[src/rtl/dot_glyph_loader_if.sv]
`default_nettype none
// ============================================================================
// Module      : dot_glyph_loader_if
// Description : Character request handshake plus column-memory write bus
//               between the glyph loader and the 5x7 column-scan controller.
// Revision    : 1.0 - initial release
// ============================================================================
interface dot_glyph_loader_if;
  logic [3:0] char_code;
  logic       char_blank;
  logic       char_valid;
  logic       char_ready;
  logic       scan_en;
  logic [4:0] col_addr;
  logic [6:0] row_data;
  logic       write;
  logic       load_done;

  // Loader side: consumes character requests, drives the controller bus
  modport master (
    input  char_code, char_blank, char_valid,
    output char_ready, scan_en, col_addr, row_data, write, load_done
  );

  // Requester / controller side
  modport slave (
    output char_code, char_blank, char_valid,
    input  char_ready, scan_en, col_addr, row_data, write, load_done
  );
endinterface
`default_nettype wire

[src/rtl/dot_glyph_loader.sv]
`default_nettype none
// ============================================================================
// Module      : dot_glyph_loader
// Description : Looks up a hex digit in a 5x7 font ROM and writes its five
//               columns to the scan controller, paced by its own scan strobe.
// Revision    : 1.0 - initial release
// ============================================================================
module dot_glyph_loader #(
  parameter int SCAN_DIV = 4,
  parameter int INVERT   = 0
) (
  input  logic               clk,
  input  logic               reset,
  dot_glyph_loader_if.master bus
);

  localparam logic [15:0] c_LAST_CNT = 16'(SCAN_DIV - 1);
  localparam logic [4:0]  c_LAST_COL = 5'd4;

  typedef enum logic [0:0] {
    ST_IDLE  = 1'b0,
    ST_WRITE = 1'b1
  } state_t;

  state_t      r_state;
  logic [15:0] r_preCnt;
  logic        r_scanEn;
  logic [3:0]  r_code;
  logic        r_blank;
  logic [4:0]  r_colAddr;
  logic [6:0]  r_rowData;
  logic        r_write;
  logic        r_loadDone;
  logic [4:0]  w_nextCol;

  // Five 7-bit columns packed left (column 0) to right (column 4)
  function automatic logic [34:0] fontWord(input logic [3:0] code);
    logic [34:0] w;
    case (code)
      4'h0: w = {7'h3E, 7'h51, 7'h49, 7'h45, 7'h3E};
      4'h1: w = {7'h00, 7'h42, 7'h7F, 7'h40, 7'h00};
      4'h2: w = {7'h42, 7'h61, 7'h51, 7'h49, 7'h46};
      4'h3: w = {7'h21, 7'h41, 7'h45, 7'h4B, 7'h31};
      4'h4: w = {7'h18, 7'h14, 7'h12, 7'h7F, 7'h10};
      4'h5: w = {7'h27, 7'h45, 7'h45, 7'h45, 7'h39};
      4'h6: w = {7'h3C, 7'h4A, 7'h49, 7'h49, 7'h30};
      4'h7: w = {7'h01, 7'h71, 7'h09, 7'h05, 7'h03};
      4'h8: w = {7'h36, 7'h49, 7'h49, 7'h49, 7'h36};
      4'h9: w = {7'h06, 7'h49, 7'h49, 7'h29, 7'h1E};
      4'hA: w = {7'h7E, 7'h11, 7'h11, 7'h11, 7'h7E};
      4'hB: w = {7'h7F, 7'h49, 7'h49, 7'h49, 7'h36};
      4'hC: w = {7'h3E, 7'h41, 7'h41, 7'h41, 7'h22};
      4'hD: w = {7'h7F, 7'h41, 7'h41, 7'h22, 7'h1C};
      4'hE: w = {7'h7F, 7'h49, 7'h49, 7'h49, 7'h41};
      default: w = {7'h7F, 7'h09, 7'h09, 7'h09, 7'h01};
    endcase
    return w;
  endfunction

  // Blanking is applied before the optional inversion
  function automatic logic [6:0] glyphCol(input logic [3:0] code, input logic blank,
                                          input logic [4:0] col);
    logic [34:0] w;
    logic [6:0]  c;
    w = fontWord(code);
    case (col)
      5'd0:    c = w[34:28];
      5'd1:    c = w[27:21];
      5'd2:    c = w[20:14];
      5'd3:    c = w[13:7];
      default: c = w[6:0];
    endcase
    if (blank) c = 7'h00;
    return (INVERT != 0) ? ~c : c;
  endfunction

  assign w_nextCol = r_colAddr + 5'd1;

  // Free-running prescaler, independent of the load state
  always_ff @(posedge clk or posedge reset) begin
    if (reset) begin
      r_preCnt <= '0;
      r_scanEn <= 1'b0;
    end else begin
      r_preCnt <= (r_preCnt == c_LAST_CNT) ? 16'd0 : r_preCnt + 16'd1;
      r_scanEn <= (r_preCnt == c_LAST_CNT);
    end
  end

  always_ff @(posedge clk or posedge reset) begin
    if (reset) begin
      r_state    <= ST_IDLE;
      r_code     <= '0;
      r_blank    <= 1'b0;
      r_colAddr  <= '0;
      r_rowData  <= '0;
      r_write    <= 1'b0;
      r_loadDone <= 1'b0;
    end else begin
      r_loadDone <= 1'b0;
      case (r_state)
        ST_IDLE: begin
          if (bus.char_valid) begin
            r_state   <= ST_WRITE;
            r_code    <= bus.char_code;
            r_blank   <= bus.char_blank;
            r_colAddr <= 5'd0;
            r_rowData <= glyphCol(bus.char_code, bus.char_blank, 5'd0);
            r_write   <= 1'b1;
          end
        end
        ST_WRITE: begin
          // The controller only takes a column while its enable is high
          if (r_scanEn) begin
            if (r_colAddr == c_LAST_COL) begin
              r_state    <= ST_IDLE;
              r_write    <= 1'b0;
              r_loadDone <= 1'b1;
            end else begin
              r_colAddr <= w_nextCol;
              r_rowData <= glyphCol(r_code, r_blank, w_nextCol);
            end
          end
        end
        default: r_state <= ST_IDLE;
      endcase
    end
  end

  assign bus.char_ready = (r_state == ST_IDLE);
  assign bus.scan_en    = r_scanEn;
  assign bus.col_addr   = r_colAddr;
  assign bus.row_data   = r_rowData;
  assign bus.write      = r_write;
  assign bus.load_done  = r_loadDone;

endmodule
`default_nettype wire
[src/flat_wrapper.sv]
// flat-port wrapper written by rule: the top's interface ports become plain ports
module dot_glyph_loader_flat 
#(
  parameter int SCAN_DIV = 4,
  parameter int INVERT   = 0
)
  (clk, reset, bus_char_code, bus_char_blank, bus_char_valid, bus_char_ready, bus_scan_en, bus_col_addr, bus_row_data, bus_write, bus_load_done);
  dot_glyph_loader_if bus_i ();
  input  logic clk;
  input  logic reset;
  input wire logic [$bits(bus_i.char_code)-1:0] bus_char_code;
  input wire logic [$bits(bus_i.char_blank)-1:0] bus_char_blank;
  input wire logic [$bits(bus_i.char_valid)-1:0] bus_char_valid;
  output wire logic [$bits(bus_i.char_ready)-1:0] bus_char_ready;
  output wire logic [$bits(bus_i.scan_en)-1:0] bus_scan_en;
  output wire logic [$bits(bus_i.col_addr)-1:0] bus_col_addr;
  output wire logic [$bits(bus_i.row_data)-1:0] bus_row_data;
  output wire logic [$bits(bus_i.write)-1:0] bus_write;
  output wire logic [$bits(bus_i.load_done)-1:0] bus_load_done;
  assign bus_i.char_code = bus_char_code;
  assign bus_i.char_blank = bus_char_blank;
  assign bus_i.char_valid = bus_char_valid;
  assign bus_char_ready = bus_i.char_ready;
  assign bus_scan_en = bus_i.scan_en;
  assign bus_col_addr = bus_i.col_addr;
  assign bus_row_data = bus_i.row_data;
  assign bus_write = bus_i.write;
  assign bus_load_done = bus_i.load_done;
  dot_glyph_loader #(.SCAN_DIV(SCAN_DIV), .INVERT(INVERT)) u_core (.clk(clk), .reset(reset), .bus(bus_i));
endmodule
[config.mk]
export PLATFORM = sky130hd
export DESIGN_NAME = dot_glyph_loader_flat
export DESIGN_NICKNAME = d
export VERILOG_FILES = /design/src/rtl/dot_glyph_loader_if.sv /design/src/rtl/dot_glyph_loader.sv /design/src/flat_wrapper.sv
export SDC_FILE = /design/constraint.sdc
export NUM_CORES = 1
export LEC_CHECK = 0
export CELL_PAD_IN_SITES_DETAIL_PLACEMENT = 0
export CELL_PAD_IN_SITES_GLOBAL_PLACEMENT = 1
export CORE_MARGIN = 2
export CORE_UTILIZATION = 33
export DETAILED_ROUTE_END_ITERATION = 8
export PLACE_DENSITY = 0.72
export SYNTH_ARGS = -nofsm -noshare
export SYNTH_HDL_FRONTEND = slang
export SYNTH_SLANG_ARGS = --single-unit
[constraint.sdc]
create_clock -name clk -period 2.6 [get_ports clk]
set_input_delay 0.39 -clock clk [delete_from_list [all_inputs] [get_ports clk]]
set_output_delay 0.39 -clock clk [all_outputs]
set_load 0.005 [all_outputs]
# Word level (Yosys, flattened, before mapping)
# Memory sizes are Yosys's and may differ from the RTL's.
# Cells that the tools add are included.
dict set report totals {
  register_bits 37
  rom_bits 1120
  inputBits 8
  out_inout_bits 16
  word_cells 50
  memories 2
}
dict set report classes {
  add_sub_neg 2
  n_eq_ne 9
  n_mux 23
  n_bitwise 1
  reduce_logical 4
}
# memory words width read_ports rd_clocked_by_memory_dff write_ports line
set memory_table {}
lappend memory_table {{(no name shown)} 16 35 1 0 0 dot_glyph_loader.sv:39} ;# case (code)
lappend memory_table {{(no name shown)} 16 35 1 0 0 dot_glyph_loader.sv:39}
# cell count
set op_table {}
lappend op_table {{two-way mux 7 bit} 5}
lappend op_table {{case mux 7 bit (4 select lines)} 1}
lappend op_table {{adder 16 x 1 -> 16 bit, second input constant} 1}
lappend op_table {{== test 16 x 2 -> 1 bit, second input constant} 1}
lappend op_table {{two-way mux 16 bit} 1}
lappend op_table {{two-way mux 5 bit} 3}
lappend op_table {{case mux 7 bit (2 select lines)} 1}
lappend op_table {{== test 5 x 2 -> 1 bit, second input constant} 2}
lappend op_table {{case mux 5 bit (2 select lines)} 1}
lappend op_table {{two-way mux 1 bit} 9}
lappend op_table {{!= test 2 bit, second input constant} 4}
lappend op_table {{AND reduction 3 bit} 2}
lappend op_table {{adder 5 x 1 -> 5 bit, second input constant} 1}
lappend op_table {{== test 5 x 1 -> 1 bit, second input constant} 1}
lappend op_table {{== test 5 x 3 -> 1 bit, second input constant} 1}
lappend op_table {{logical NOT 5 bit} 1}
lappend op_table {{case mux 1 bit (2 select lines)} 2}
lappend op_table {{AND reduction 2 bit} 1}
lappend op_table {{NOT 1 bit} 1}

# Longest topological paths before layout
# Gate-level depths: netlist of run 1.
dict set report logic_depth {
  ltp_word 7
  mapped_depth 8
  ltp_nobuf 7
}

# Least setup slack after synthesis of run 1
# No wires, ideal clock.
dict set report synth_path {
  path_type {flip-flop to flip-flop}
  start {reg u_core.r_colAddr[0], in the netlist u_core.bus.col_addr[0]}
  end {reg u_core.r_rowData[4], in the netlist u_core.bus.row_data[4]}
  setup_time_ns 0.145
  t_arrival_ns 1.747
  required_ns 2.455
  slack_ns 0.708
  stages_incl_launch_ff 9
  n_path_buf 1
  synth_period_minus_slack_ns 1.892
  path_cell_list {dfrtp_1 > inv_1 > ha_1 > clkbuf_1 > or2_1 > nor3_1 > a21oi_4 > nand2_4 > o221ai_1}
}
dict set report synth_via {
  elab_chain_len 7
  word_cells_on_any_way 13
  classes_between {1 x add/sub; 5 x eq/ne; 5 x mux; 2 x reduce/logical}
}
# item line
set synth_rtl {}
lappend synth_rtl {{from (decl)} dot_glyph_loader.sv:30} ;# logic [4:0] r_colAddr;
lappend synth_rtl {{from (signal assigned)} dot_glyph_loader.sv:120} ;# r_colAddr <= w_nextCol;
lappend synth_rtl {{adder 5 x 1 -> 5 bit} dot_glyph_loader.sv:77} ;# assign w_nextCol = r_colAddr + 5'd1;
lappend synth_rtl {{== test 5 x 2 -> 1 bit (tied with other cells)} dot_glyph_loader.sv:66} ;# case (col)
lappend synth_rtl {{case mux 7 bit (4 select lines)} dot_glyph_loader.sv:66}
lappend synth_rtl {{two-way mux 7 bit} dot_glyph_loader.sv:73} ;# if (blank) c = 7'h00;
lappend synth_rtl {{two-way mux 7 bit} dot_glyph_loader.sv:115} ;# if (r_colAddr == c_LAST_COL) begin
lappend synth_rtl {{two-way mux 7 bit} dot_glyph_loader.sv:114} ;# if (r_scanEn) begin
lappend synth_rtl {{case mux 7 bit (2 select lines)} dot_glyph_loader.sv:101} ;# case (r_state)
lappend synth_rtl {{to (signal assigned)} dot_glyph_loader.sv:108} ;# r_rowData <= glyphCol(bus.char_code, bus.char_blank, 5'd0);
lappend synth_rtl {{to (signal assigned)} dot_glyph_loader.sv:121} ;# r_rowData <= glyphCol(r_code, r_blank, w_nextCol);
lappend synth_rtl {{to (decl)} dot_glyph_loader.sv:31} ;# logic [6:0] r_rowData;
# Several ways; a longest one is shown, not always the timed one. The select of a mux whose other input is x is not followed.
# A chain may end at the register's enable or synchronous reset.

# Final worst setup path of run 1
dict set report layout_path {
  start {reg u_core.r_colAddr[1], in the netlist u_core.bus.col_addr[1]}
  end {reg u_core.r_rowData[0], in the netlist u_core.bus.row_data[0]}
}
# Same word-level chain as after synthesis.

==> metrics.txt, run 1 <==
min-delay worst type=reg -> reg; vias in the first global route=around 2100; metal3 WL=236 µm; share of layout cells above drive strength 1=0.103; vias per cell=roughly 5.4; wire length on met2=around 3 mm; final hold vios=0; # Max-Cap Violations=0; Synth-to-Final Area Change=16.2%; post-synthesis cell type count=56; Detail Placement HPWL=approximately 5.0 mm; syn nets=337; root cell of the clock tree=clkbuf_8; post-layout min period=between 2 and 2.5 ns; Yosys top cell by area=dfrtp_1; Worst EP arrival=2.38 ns; share of flip-flops with an asynchronous set or reset=1.00; cts bufs inserted=5; Detailed Route Iter0 Violations=between 90 and 100; number of routed nets with antenna violations=0; M1 wire length=about 3.5 mm; Cells after Synth=between 300 and 400; Post-Synth Simple-Gate Area=0.208; prevailing post-synth register cell=dfrtp_1; wire length per cell=around 16 µm; Leak=1.34 nW; CP max FO=11; Worst-Margin Slew=0.469 ns; final worst path period share=0.857; syn_area_per_cell=8.79 µm²; VDD IR max=343 µV; Worst setup EP type=flop; Via Count=around 2400; status=finished clean; Nets=around 360; Max Used Layer=met4; unrepaired setup endpoints after global routing=false; required time of the critical path=2.75 ns; pwr/cell area=between 1000 and 1500 nW/µm²; Resized cells post-CTS=0; Clock Skew=approximately 0.0079 ns; Die H=between 90 and 100 µm; Initial Utilization=0.335; main combinational cell family by area after synthesis=compound AO/OA/AOI/OAI gates; Residual DRC=0; Post-Synth XOR/XNOR Area=0.0452; Setup Viol. Count Final=0; CTS Sinks=37; fmax=~0.45 GHz; Compound-Gate Fraction of Synth Area=0.234; area of the multi-input gates=about 1600 µm²; Layout Cells excl Fill=~440; largest net degree at the start of global routing=38; Total Wirelength=6.75 mm; synth top area cells=dfrtp_1, ha_1, nand2_1; n_diodes=0; crit path launch type=flop; H-Tree Depth=2; dpl ws=0.320 ns; final setup margin=around 0.37 ns; Seq/Total Area, Yosys=0.341; Post-CTS Setup Bufs=0; maximum clock insertion buffer count=2; Ys Warns=0; Worst slew margin=0.687; CTS tree=built; mux contribution to synthesized area=0.0240; fin. max-slew vios=0; count of input and output buffers=23; Tot GR Track Use=0.160; die area=about 9000 µm²; TNS Setup=0 ns; cell count after placement=approximately 430; Placeable Area=a little over 8000 µm²; TritonRoute pass-1 iters=4; Yosys reg bits=37; Register Area=926 µm²; GRT overflow=0; antenna violations before repair=0; Post-Synthesis Cell Area=around 2700 µm²; proportion of netlist area held by the largest area contributor=0.341; clk_lat worst skew=~0.29 ns; # IOs=24; Clock transition at path regs=0.08 ns; Setup CP Type=reg -> reg; Adder-Cell Fraction of Synth Area=0.0922; CTS Hold Buffers Added=0; EDFF count, synth=0; fillers=856; global-route wire length before repair=11.3 mm; Site Rows=33; GPL Wtd Cong=~0.8; die width=94.7 µm
==> registers in the layout, summed over array words and instances (netlist names) <==
register and count:
u_core.r_blank 1, u_core.bus.row_data 7, u_core.bus.scan_en 1, u_core.bus.load_done 1, u_core.r_preCnt 16, u_core.bus.col_addr 5
u_core.r_code 4, u_core.bus.write 1, u_core.r_state 1
==> through the flow <==
| step | instance area, µm² | power, mW | util | hold WS, ns |
|---|---|---|---|---|
| finish | 3150 | 3.22 | 0.390 | 0.486 |
| global route | 3150 | 3.48 | 0.390 | 0.499 |
| CTS | 3150 | 3.22 | 0.390 | 0.488 |
| detailed placement | 3060 | 2.80 | 0.378 | 0.469 |
| global placement | 3060 | 2.81 | 0.378 | 0.475 |
| floorplan | 2720 | 2.14 | - | 0.447 |
==> path summary, 6_finish.rpt <==
path                                   startpoint                      to  slack, ns  depth (start not counted)
max                        u_core.bus.col_addr[1]  u_core.bus.row_data[0]       0.37                          8
min                           u_core.r_preCnt[15]     u_core.r_preCnt[15]       0.49                          1
max reg2reg                u_core.bus.col_addr[1]  u_core.bus.row_data[0]       0.37                          8
min reg2reg                   u_core.r_preCnt[15]     u_core.r_preCnt[15]       0.49                          1
max in group asynchronous                   reset        u_core.r_code[1]       1.75                          3
min in group asynchronous                   reset  u_core.bus.col_addr[2]       0.52                          3
==> layout make-up <==
class | instances | share of cell area
Multi-Input combinational cell | 236 | 0.519
Sequential cell | 37 | 0.294
Timing Repair Buffer | 33 | 0.0968
Tap cell | 105 | 0.0417
Clock buffer | 5 | 0.0218
Inverter | 16 | 0.0190
Clock inverter | 3 | 0.00793
==> per-layer routing <==
metal,vias to the layer above,global-route usage
met5,-,0
met4,0,0.0399
met3,5,0.0208
met2,46,0.243
met1,1143,0.240
li1,1161,-
==> Yosys cell counts (7+ instances only) <==
cell	count
a211oi_1	8
a21oi_1	16
clkbuf_1	13
dfrtp_1	37
ha_1	20
inv_1	15
nand2_1	33
nand2b_1	8
nand3_1	13
nor2_1	13
o211ai_1	9
o21ai_0	22
o221ai_1	7
xnor2_1	11
==> logic make-up (layout without fill, tap and decap cells) <==
logic type / after synthesis / count (layout)
compound gates: 91 / 91
xor+xnor: 14 / 14
fa+ha+maj: 20 / 20
buf+inv: 36 / 57
flops: 37 / 37
mux: 6 / 6
simple gates: 105 / 105
==> power by group <==
part / switching [mW] / internal (mW)
clock: 0.216 / 0.193
sequential: 0.183 / 0.711
combinational: 1.11 / 0.809
total: 1.51 / 1.71
==> critical path: stages (launching register included) <==
cell      delay [ns]
dfrtp_1         0.48
inv_1           0.12
ha_1            0.36
nand2_1         0.17
o41ai_4         0.37
buf_4           0.25
a211oi_1        0.07
a21oi_1         0.14
o221ai_1        0.12
==> cells in the final DEF, fill, tap and decap left out, drive strengths merged, types with 5 or more instances in the layout <==
master / count
xnor2: 11
nand2: 34
inv: 17
nand3: 13
buf: 10
nor2: 13
nor4: 5
and3: 5
o211ai: 10
nor3: 7
dfrtp: 37
nand2b: 8
ha: 20
o21ai: 24
clkdlybuf4s50: 23
a21oi: 17
o221ai: 7
and4: 5
a211oi: 8
clkbuf: 5
No activity file was read; power rests on OpenSTA's default activity.
==> run 2: changes to the inputs <==
==> constraint.sdc (replaced) <==
create_clock -name clk -period 2.72 [get_ports clk]
set_input_delay 0.408 -clock clk [delete_from_list [all_inputs] [get_ports clk]]
set_output_delay 0.408 -clock clk [all_outputs]
set_load 0.005 [all_outputs]
==> metrics.txt, run 2 (synthesis gave the netlist of run 1 again) <==
fmax=0.432 GHz (-3.7%); CP delay by family, top=compound AO/OA/AOI/OAI gates; count of input and output buffers=23 (unchanged); Max stage delay cell, worst path=dfrtp_1; antenna violations before repair=0 (unchanged); hold slack=0.490 ns (+0.00359 ns); number of routed nets with antenna violations=0 (unchanged); Post-CTS Setup Bufs=0 (unchanged); Worst-Margin Slew=0.482 ns (+0.0128 ns); wire length per cell=15.5 µm (-0.40%); required time of the critical path=2.86 ns (+0.11 ns); cell count after placement=425 (-0.47%); vias in the first global route=2188 (+3.0%); area of the multi-input gates=1640 µm² (unchanged); Die H=94.7 µm (unchanged); Total Power=3.12 mW (-3.2%); cell area after placement=3050 µm² (-0.49%); GPL Wtd Cong=0.813 (+1.3%); Worst Hold Endpoint=u_core.r_preCnt[15]; Worst R2R Setup Slack=0.41 ns (+0.03 ns); hold_sp=u_core.r_preCnt[15]; # IOs=24 (unchanged); cts bufs inserted=5 (unchanged); Detail Placement HPWL=4.92 mm (-2.2%); met2 GRT Util=0.239 (-0.00355); Placeable Area=8090 µm² (unchanged); dpl ws=0.420 ns (+0.0996 ns); Worst setup EP type=flop; CTS Hold Buffers Added=0 (unchanged); worst reg2reg path depth=7 (-1); final worst path period share=0.851 (-0.00628); post-layout min period=2.31 ns (+0.0858 ns); die width=94.7 µm (unchanged); Detailed Route Iter0 Violations=179 (+90%); Worst slew margin=0.679 (-0.00821); TritonRoute pass-1 iters=7 (+3); Clock Skew=0.0106 ns (+0.00267 ns); Nets=355 (-0.56%); clk_lat worst skew=0.29 ns (about the same); Leak=1.34 nW (about the same); status=finished clean; CP max FO=11 (unchanged); CTS tree=built; max incr delay on CP=0.48 ns (about the same); maximum clock insertion buffer count=2 (unchanged); vias per cell=5.37 (-0.82%); Register Area=926 µm² (unchanged); min-delay worst type=reg -> reg; Residual DRC=0 (unchanged); leading cell type in the layout, fill and taps excluded=dfrtp_1; crit path launch type=flop; n_diodes=0 (unchanged); Worst EP arrival=2.45 ns (+0.07 ns); max FFs per register=16 (unchanged); Setup CP Type=reg -> reg; routing usage on met3=0.0335 (+0.0128); # Max-Cap Violations=0 (unchanged); share of layout cells above drive strength 1=0.0945 (-0.00852); unrepaired setup endpoints after global routing=false; TNS Setup=0 ns (unchanged); fin. max-slew vios=0 (unchanged); VDD IR max=276 µV (-20%); Setup Viol. Count Final=0 (unchanged); reg2reg end=u_core.bus.row_data[6]; final setup margin=0.406 ns (+0.0342 ns); WP buf/inv=2 (unchanged); Resized cells post-CTS=0 (unchanged); Design Area, Final=3160 µm² (about the same); die area=8970 µm² (unchanged); GRT overflow=0 (unchanged); Synth-to-Final Area Change=16.3% (about the same); R2R Path Start=u_core.bus.col_addr[0]; Clock transition at path regs=0.08 ns (about the same); largest reg by FF count=u_core.r_preCnt; root cell of the clock tree=clkbuf_8; GRT busiest layer=met2; global-route wire length before repair=11.3 mm (-0.37%); met1 Use GR=0.233 (-0.00695); final hold vios=0 (unchanged); H-Tree Depth=2 (unchanged); crit-path cells=inv_1 > ha_1 > nand2_1 > o41ai_4 > buf_4 > mux2i_1 > o221ai_1; Initial Utilization=0.335 (unchanged); pwr/cell area=988 nW/µm² (-3.2%); Layout Cells excl Fill=433 (-0.46%); Site Rows=33 (unchanged); Finished Core Util=0.390 (about the same); largest net degree at the start of global routing=38 (unchanged); Total Wirelength=6.70 mm (-0.86%); CTS Sinks=37 (unchanged); commonest cells after routing, fill and taps aside=dfrtp_1, nand2_1, clkdlybuf4s50_1; WHS Path Cells=1 (unchanged); Tot GR Track Use=0.158 (-0.00168); fillers=838 (-2.1%); Via Count=2325 (-1.3%)
-- run 2: cell type report --
cell class | instances | share of cell area
Clock buffer | 6 | 0.0230
Sequential cell | 37 | 0.293
Multi-Input combinational cell | 236 | 0.519
Timing Repair Buffer | 31 | 0.0920
Tap cell | 105 | 0.0416
Inverter | 16 | 0.0190
Clock inverter | 2 | 0.0123
-- run 2: power by group --
group	internal [mW]	switching, mW
combinational	0.754	1.01
sequential	0.679	0.203
clock	0.275	0.202
total	1.71	1.41
-- run 2: how the worst max path moves through the flow --
| stage | from | endpoint | cells after the start |
|---|---|---|---|
| after floorplan | u_core.bus.col_addr[0] | u_core.bus.row_data[4] | 8 |
| after global placement | bus_char_code[0] | u_core.bus.row_data[4] | 8 |
| after detailed placement | bus_char_code[0] | u_core.bus.row_data[4] | 8 |
| after CTS | u_core.bus.col_addr[0] | u_core.bus.row_data[6] | 7 |
| after global routing | u_core.bus.col_addr[0] | u_core.bus.row_data[6] | 7 |
| final | u_core.bus.col_addr[0] | u_core.bus.row_data[6] | 7 |
-- run 2: routing by layer --
| metal | part of all wire | up-vias |
|---|---|---|
| li1 | - | 1154 |
| met1 | 0.50 | 1115 |
| met2 | 0.45 | 54 |
| met3 | 0.050 | 2 |
| met4 | 0.0033 | 0 |
| met5 | 0 | - |
-- run 2: worst reg2reg max path: stages (launching register included) --
cell      delay (ns)
dfrtp_1         0.48
inv_1           0.12
ha_1            0.37
nand2_1         0.18
o41ai_4         0.37
buf_4           0.26
mux2i_1         0.23
o221ai_1        0.16
==> RTL change: new RTL, flow settings as in run 1 <==
Reset style: synchronous (`reset`), changed in 2 clocked blocks.
--- a/src/rtl/dot_glyph_loader.sv
+++ b/src/rtl/dot_glyph_loader.sv
@@ -78,5 +78,5 @@
 
   // Free-running prescaler, independent of the load state
-  always_ff @(posedge clk or posedge reset) begin
+  always_ff @(posedge clk) begin
     if (reset) begin
       r_preCnt <= '0;
@@ -88,5 +88,5 @@
   end
 
-  always_ff @(posedge clk or posedge reset) begin
+  always_ff @(posedge clk) begin
     if (reset) begin
       r_state    <= ST_IDLE;
Formal check against the unedited RTL: differs if reset is asserted again (counterexample within 4 cycles, from zero or initial values and one cycle with reset high); with reset held inactive, the same outputs for 10 cycles.
==> RTL change against run 1 <==
- sequential cell count grew 35
- highest routed layer unchanged
- die area is 29% higher
- total power is 26% lower
- final cell count up 33%
- largest power group is now sequential cells
- cell area increased by 35%
- count of clock-buffer cells in the layout is 5 higher
- largest cell class unchanged
- clock power increased by 110%
- register-to-register slack lost 20 ps
- wire length rose by 23%
- setup slack got worse by 65 ps
- area after synthesis is 30% higher
- clock skew grew 7.5 ps
==> RTL change: results (changes against run 1) <==
H-tree levels=3 (+1); R2R setup slack=350 ps (-20 ps); status=completed; HP Start=u_core.r_preCnt[0]; worst skew pair latency=350 ps (+60 ps); switching share of power=25.7% (-21 points); RR Endpoint=u_core.bus.row_data[5]; fill count=1036 (+21%); DR vias=2920 (+24%); Least-Margin Pin Slew=709 ps (+240 ps); CP arrival=2510 ps (+130 ps); end of the worst hold path=u_core.r_preCnt[0]; asr flop ratio synth=0% (-100 points); Nets=469 (+31%); FF-to-FF Start=u_core.bus.col_addr[0]; top post-synthesis cells by area=dfxtp_1 (41%), ha_1 (7.4%), nor2_1 (5.0%); Post-Route WL=8320 um (+23%); Mapped Nets=423 (+26%); maximum vdd drop=0.000206 V (-40%); crit path max fanout=8 (-3); Multi-input comb cells=280 (+19%); vias in the first global route=2754 (+30%); Leakage=0.00175 uW (+30%); CLK BUF=10 (+5); Pre-Repair DR Iteration Count=5 (+1); First DRT Iteration DRCs=163 (+73%); Post-synth top cells=dfxtp_1 (72), nor2_1 (47), a21oi_1 (33); grt met3 use=3.57% (+1.5 points); first-pass GRT wire length=13800 um (+22%); Detail Placement HPWL=6240 um (+24%); total CTS buffers=9 (+4); met2 Resource Use GR=23.7% (-0.62 points); GRT met1 Usage=20.9% (-3.0 points); Register Area=1440 um2 (+56%); buffering overhead=12.6% (+2.9 points); # clock sinks=72 (+95%); hold_ws=443 ps (-43.2 ps); GRT Util Overall=15.3% (-0.74 points); beginning of the critical path=bus_char_valid; Setup Skew=15.4 ps (+7.50 ps); library cells used by synthesis=61 (+8.9%); number of non-clock buffers=62 (+88%); routability cong.=0.920 (+15%); area of the multi-input gates=1870 um2 (+14%); inverters=15 (-1); pin count of the biggest net entering global routing=17 (-55%); R2R cell count=6 (-2)
==> RTL change: cell types whose count changed after synthesis, moves of 10 or more <==
cell,run 1,this run
mux2i_1,2,12
nor2_1,13,47
dfrtp_1,37,0
a22oi_1,2,17
dfxtp_1,0,72
a21oi_1,16,33
==> RTL change: power by group through the flow <==
stage / Combinational [uW] / Sequential, uW / Clock [uW]
after global routing: 370 / 1210 / 926
after detailed placement: 333 / 1230 / 0
after global placement: 332 / 1230 / 0
final: 335 / 1210 / 844
after CTS: 334 / 1210 / 872
after floorplan: 216 / 1220 / 0
==> RTL change: through the flow <==
| step | setup slack [ps] | instances | area, um2 | utilization (%) |
|---|---|---|---|---|
| 2_1_floorplan | 519 | 394 | 3540 | - |
| 3_3_place_gp | 33.0 | 565 | 4070 | 39.2 |
| 3_5_place_dp | 13.7 | 565 | 4070 | 39.2 |
| 4_1_cts | 78.3 | 580 | 4250 | 41.0 |
| 5_1_grt | 137 | 580 | 4270 | 41.1 |
| 6_report | 307 | 580 | 4270 | 41.1 |
==> RTL change: worst max-delay path: stages <==
cell and delay [ps]:
clkdlybuf4s50_1 470, nor2b_2 280, mux2i_1 280, or2_1 310, inv_1 170, ha_1 330
o21ai_0 200, a21oi_1 80
==> RTL change: cells by family after synthesis <==
group	share of synthesized area, %
muxes	4.14
xor gates and xnor gates	3.71
adders and majority gates	7.42
and+or+nand+nor	19.5
buffers and inverters	6.68
DFF	40.7
AOI/OAI and AO/OA	17.8
==> RTL change: timing repair <==
action	in CTS	in global routing
setup endpoints to repair	0	7
hold endpoints to repair	0	0
gates resized for setup	0	1
buffers inserted	0	0
==> RTL change: metal layers <==
metal  wire (um)  vias up
met5           0        -
met4          87        0
met1        4100     1372
met3         456        7
li1            -     1471
met2        3680       70
